`src/rtl/frame_scan_ctrl.sv`:
```
// frame_scan_ctrl: raster read sequencer for one frame of the pixel frame
// memory feeding the 3x3 line-buffer/window datapath.
//  - One read per pacing strobe iEn while scanning; iBusy drops the strobe.
//  - oPixValid/oRow/oCol/oWinValid describe the read issued one cycle earlier,
//    matching the 1-cycle synchronous memory latency.
//  - oRdEn is a decode of the registered state and the live strobe. This puts
//    the read in the same cycle as the strobe it answers.
//  - oDone pulses for one cycle after the final pixel has been presented.
module frame_scan_ctrl #(
    parameter int IMG_W  = 480,
    parameter int IMG_H  = 272,
    parameter int ADDR_W = 17,
    parameter int COL_W  = $clog2(IMG_W),
    parameter int ROW_W  = $clog2(IMG_H)
) (
    input  logic              iClk,
    input  logic              iRst,
    input  logic              iStart,
    input  logic              iEn,
    input  logic              iBusy,
    output logic              oRdEn,
    output logic [ADDR_W-1:0] oAddr,
    output logic              oPixValid,
    output logic [ROW_W-1:0]  oRow,
    output logic [COL_W-1:0]  oCol,
    output logic              oWinValid,
    output logic              oActive,
    output logic              oDone
);

    localparam int                NPIX      = IMG_W * IMG_H;
    localparam logic [ADDR_W-1:0] ADDR_LAST = ADDR_W'(NPIX - 1);
    localparam logic [COL_W-1:0]  COL_LAST  = COL_W'(IMG_W - 1);
    localparam logic [ROW_W-1:0]  ROW_MIN   = ROW_W'(2);
    localparam logic [COL_W-1:0]  COL_MIN   = COL_W'(2);

    typedef enum logic [1:0] {
        S_IDLE  = 2'd0,
        S_SCAN  = 2'd1,
        S_DRAIN = 2'd2,
        S_DONE  = 2'd3
    } state_t;

    state_t            state_q;
    logic [ADDR_W-1:0] addr_q, addr_d;
    logic [ROW_W-1:0]  row_q, row_d;
    logic [COL_W-1:0]  col_q, col_d;
    logic              pix_vld_q;
    logic              win_vld_q;
    logic [ROW_W-1:0]  pix_row_q;
    logic [COL_W-1:0]  pix_col_q;
    logic              active_q;
    logic              done_q;
    logic              fire;
    logic              last_fire;
    logic              win_hit;

    // A read fires on a live strobe while scanning and not stalled
    assign fire      = (state_q == S_SCAN) && iEn && !iBusy;
    assign last_fire = fire && (addr_q == ADDR_LAST);
    // Window is complete once two full rows and two columns precede the pixel
    assign win_hit   = (row_q >= ROW_MIN) && (col_q >= COL_MIN);

    // Next raster position: cleared on start, advanced on every non-final read
    always_comb begin
        addr_d = addr_q;
        row_d  = row_q;
        col_d  = col_q;
        if (state_q == S_IDLE && iStart) begin
            addr_d = '0;
            row_d  = '0;
            col_d  = '0;
        end else if (fire && !last_fire) begin
            addr_d = addr_q + ADDR_W'(1);
            if (col_q == COL_LAST) begin
                col_d = '0;
                row_d = row_q + ROW_W'(1);
            end else begin
                col_d = col_q + COL_W'(1);
            end
        end
    end

    // Scan FSM, raster counters and the registered pixel/window/status outputs
    always_ff @(posedge iClk or negedge iRst) begin
        if (!iRst) begin
            state_q   <= S_IDLE;
            addr_q    <= '0;
            row_q     <= '0;
            col_q     <= '0;
            pix_vld_q <= 1'b0;
            win_vld_q <= 1'b0;
            pix_row_q <= '0;
            pix_col_q <= '0;
            active_q  <= 1'b0;
            done_q    <= 1'b0;
        end else begin
            addr_q    <= addr_d;
            row_q     <= row_d;
            col_q     <= col_d;
            pix_vld_q <= fire;
            win_vld_q <= fire && win_hit;
            if (fire) begin
                pix_row_q <= row_q;
                pix_col_q <= col_q;
            end
            done_q <= 1'b0;
            case (state_q)
                S_IDLE: begin
                    if (iStart) begin
                        state_q  <= S_SCAN;
                        active_q <= 1'b1;
                    end
                end
                S_SCAN: begin
                    if (last_fire) begin
                        state_q <= S_DRAIN;
                    end
                end
                S_DRAIN: begin
                    state_q  <= S_DONE;
                    active_q <= 1'b0;
                    done_q   <= 1'b1;
                end
                S_DONE: begin
                    state_q <= S_IDLE;
                end
                default: begin
                    state_q  <= S_IDLE;
                    active_q <= 1'b0;
                end
            endcase
        end
    end

    assign oRdEn     = fire;
    assign oAddr     = addr_q;
    assign oPixValid = pix_vld_q;
    assign oRow      = pix_row_q;
    assign oCol      = pix_col_q;
    assign oWinValid = win_vld_q;
    assign oActive   = active_q;
    assign oDone     = done_q;

endmodule
```
`config.mk`:
```
export PLATFORM = sky130hd
export DESIGN_NAME = frame_scan_ctrl
export DESIGN_NICKNAME = d
export VERILOG_FILES = /design/src/rtl/frame_scan_ctrl.sv
export SDC_FILE = /design/constraint.sdc
export NUM_CORES = 1
export LEC_CHECK = 0
export ABC_AREA = 1
export BUFFER_PORTS_ARGS = -buffer_cell sky130_fd_sc_hd__buf_2
export CAP_MARGIN = 20
export CORE_AREA = 10 10 106 108
export DETAILED_ROUTE_END_ITERATION = 10
export DIE_AREA = 0 0 116 118
export PLACE_DENSITY = 0.52
export REMOVE_ABC_BUFFERS = 1
export SLEW_MARGIN = 20
export SYNTH_ARGS = -nofsm -noshare
export SYNTH_HDL_FRONTEND = slang
export SYNTH_SLANG_ARGS = --single-unit
```
`constraint.sdc`:
```
create_clock -name iClk -period 1.86 [get_ports iClk]
set_input_delay 0.093 -clock iClk [delete_from_list [all_inputs] [get_ports iClk]]
set_output_delay 0.093 -clock iClk [all_outputs]
set_load 0.02 [all_outputs]
```
==> impl_metrics.env <==
export IMPL_status="finished, final reports clean"
export IMPL_syn_area_um2=3230
export IMPL_first_pass_iters=4
export IMPL_cpPeakStageDelay_ps=360
export IMPL_dp_cells=589
export IMPL_cts_tree="built"
export IMPL_swShare_pct=35.9
export IMPL_finalNonFillerCells=605
export IMPL_worstSetupPathType="reg2out"
export IMPL_avgSynthCellArea_um2=7.56
export IMPL_fin_util_pct=42.7
export IMPL_die_area_um2=13700
export IMPL_pwr_share_comb_pct=31.4
export IMPL_maxSlewViolCount=0
export IMPL_setup_worst_path_end_class="primary output"
export IMPL_grt_pass1_vias=2953
export IMPL_syn_to_final_growth_pct=20.3
export IMPL_track_usage_pct=12.9
export IMPL_yosysSeqAreaShare_pct=45.6
export IMPL_cp_slowest_cell="dfrtp_1"
export IMPL_worstSetupStartpoint="state_q[1]"
export IMPL_clockBufferDepth=2
export IMPL_ys_ff_latch=59
export IMPL_antenna_found_initial=0
export IMPL_drt_iter0_markers=142
export IMPL_clockPowerShare_pct=28.9
export IMPL_skew_ps=9.92
export IMPL_critPathMaxFanout=8
export IMPL_min_period_ps=1680
export IMPL_final_nets=504
export IMPL_cp_cell_sequence="inv_1 -> ha_1 -> inv_1 -> nor2_1 -> nand2_1 -> clkinv_1 -> buf_4 -> buf_4"
export IMPL_htree_levels=3
export IMPL_place_congestion=0.823
export IMPL_maxCapViolCount=0
export IMPL_diodes=0
export IMPL_slew_headroom_pct=78.4
export IMPL_yosys_warnings=0
export IMPL_leakage_nw=2.06
export IMPL_netlist_top_cells_area="dfrtp_1, nand2_1, nand3_1"
export IMPL_core_um2=9110
export IMPL_setup_violations=0
export IMPL_cts_sinks=59
export IMPL_synth_top_area_share_pct=45.6
export IMPL_dieHeight_um=118
export IMPL_peakVddDrop_mv=0.472
export IMPL_die_w_um=116
export IMPL_synth_cell_types=30
export IMPL_avgViaCountPerCell=4.78
export IMPL_clk_pin_slew_ps=60
export IMPL_numCtsBuffers=9
export IMPL_max_freq_mhz=594
export IMPL_internal_power_mw=2.58
export IMPL_wl_per_cell_um=13.5
export IMPL_r2r_start="oAddr[1]"
export IMPL_io_pins=45
export IMPL_cts_root_buf="clkbuf_8"
export IMPL_worst_pin_slew_ps=324
export IMPL_start_util_pct=35.5
export IMPL_std_cell_rows=35
export IMPL_route_detailed_drc=0
export IMPL_io_buffers=44
export IMPL_power_switching_mw=1.44
export IMPL_p_seq_share_pct=39.7
export IMPL_ant_nets=0
export IMPL_hold_path_class="in2reg"
export IMPL_fillers=954
export IMPL_grt_pass1_wl_um=14400
export IMPL_worstSetupStartpointType="flip-flop"
export IMPL_required_ps=1770
export IMPL_grt_ovfl_total=0
export IMPL_finalHoldViolCount=0
export IMPL_grt_max_degree=60
export IMPL_cp_data_arrival_time_ps=1590
export IMPL_rsz0062_at_grt="false"
export IMPL_hold_path_startpoint="iStart"
export IMPL_netlist_instances=428
export IMPL_totalWireLength_um=8150
export IMPL_yosysTopAreaCell="dfrtp_1"
export IMPL_dpl_hpwl_um=5880
export IMPL_post_route_period_util_pct=90.5
export IMPL_clk_latency_ps=340
export IMPL_drive_gt1_share_pct=17.6
export IMPL_post_cts_buffers=0
export IMPL_vias=2892
export IMPL_power_density_nw_per_um2=1030
## placed cells by master (no fill, tap or decap), drive strengths merged, types with 4 or more instances in the layout
| cell type | n |
|---|---|
| a21oi | 5 |
| or2 | 4 |
| dfrtp | 59 |
| clkbuf | 13 |
| xor2 | 7 |
| o21ai | 22 |
| ha | 9 |
| nand4 | 21 |
| nand3 | 35 |
| buf | 59 |
| inv | 38 |
| nand2 | 162 |
| o21bai | 4 |
| nor2 | 45 |
## critical path: cells and delay by family (launching register included)
family,cells,cell delay [ps]
flip-flops,1,360
adder cells (fa/ha/maj),1,190
AND/OR/NAND/NOR,2,140
buffers and inverters,5,560
## stage by stage
stage | cell area (um^2) | total power [mW] | hold slack, ps | setup TNS (ps) | setup WS (ps)
2_1_floorplan | 3180 | 2.39 | -203 | -12550 | -514
3_5_place_dp | 3660 | 2.89 | 126 | 0 | 134
6_report | 3890 | 4.02 | 186 | 0 | 177
4_1_cts | 3870 | 4.07 | 145 | 0 | 124
5_1_grt | 3890 | 4.33 | 218 | 0 | 6.49
3_3_place_gp | 3660 | 2.86 | 130 | 0 | 197
## state kept, by name, summed over array words and instances (netlist names), 2 cells and up
register,count
oAddr,17
oCol,9
row_q,9
col_q,9
oRow,9
state_q,2
## Yosys cell counts
master	instances
nand2_1	157
dfrtp_1	59
nor2_1	43
inv_1	36
nand3_1	34
nand4_1	21
o21ai_0	21
ha_1	9
xor2_1	7
a21oi_1	5
clkbuf_1	5
nand2_2	4
or2_2	4
o21bai_1	3
buf_2	2
nor2_4	2
nor3_1	2
nor4_1	2
buf_6	1
buf_8	1
clkinv_1	1
inv_2	1
inv_6	1
mux2i_1	1
nand2_4	1
nand3_4	1
nand3b_1	1
o21a_1	1
o21ai_1	1
o21bai_4	1
## cell families (layout without fill, tap and decap cells)
kind of cell | after synthesis | after routing | share of synthesized area, %
AOI/OAI and AO/OA | 32 | 32 | 5.69
and+or+nand+nor | 272 | 272 | 36.6
xor gates and xnor gates | 7 | 7 | 1.90
buffers and inverters | 48 | 114 | 6.38
muxes | 1 | 1 | 0.309
DFF | 59 | 59 | 45.6
adders and majority gates | 9 | 9 | 3.48
## power groups by stage
stage	logic (mW)	registers (mW)	clock network (mW)
6_report	1.26	1.60	1.16
5_1_grt	1.43	1.63	1.28
4_1_cts	1.26	1.60	1.21
3_5_place_dp	1.26	1.62	0
3_3_place_gp	1.24	1.62	0
2_1_floorplan	0.595	1.79	0
## final cells by class
cell class	instances	area, um^2	share of cell area [%]
Clock inverter	2	35.0	0.900
Timing Repair Buffer	60	362	9.29
Sequential cell	59	1480	37.9
Tap cell	111	139	3.57
Clock buffer	13	159	4.08
Multi-Input combinational cell	321	1570	40.3
Inverter	39	151	3.89
## final timing paths
kind                       slack (ps)  cells past startpoint    endpoint
setup / recovery                  180                      8       oRdEn
hold reg to reg                   470                      2     oRow[7]
max in group asynchronous        1290                      3   oAddr[14]
min in group asynchronous         300                      3     oCol[5]
setup reg to reg                  210                      9   oAddr[13]
hold / removal                    190                      5  state_q[0]
## what timing repair did
| item | CTS | global route |
|---|---|---|
| resized for setup | 0 | 5 |
| endpoints found under the setup margin | 0 | 11 |
| hold buffers | 1 | 0 |
| hold endpoints to repair | 59 | 0 |
## routing by layer
layer / vias to the layer above / GRT usage (%) / routed length [um]
li1: 1496 / - / -
met1: 1329 / 17.0 / 4030
met2: 51 / 19.0 / 3510
met3: 16 / 4.43 / 472
met4: 0 / 4.38 / 135
met5: - / 0 / 0
No activity file was read; power rests on OpenSTA's default activity.
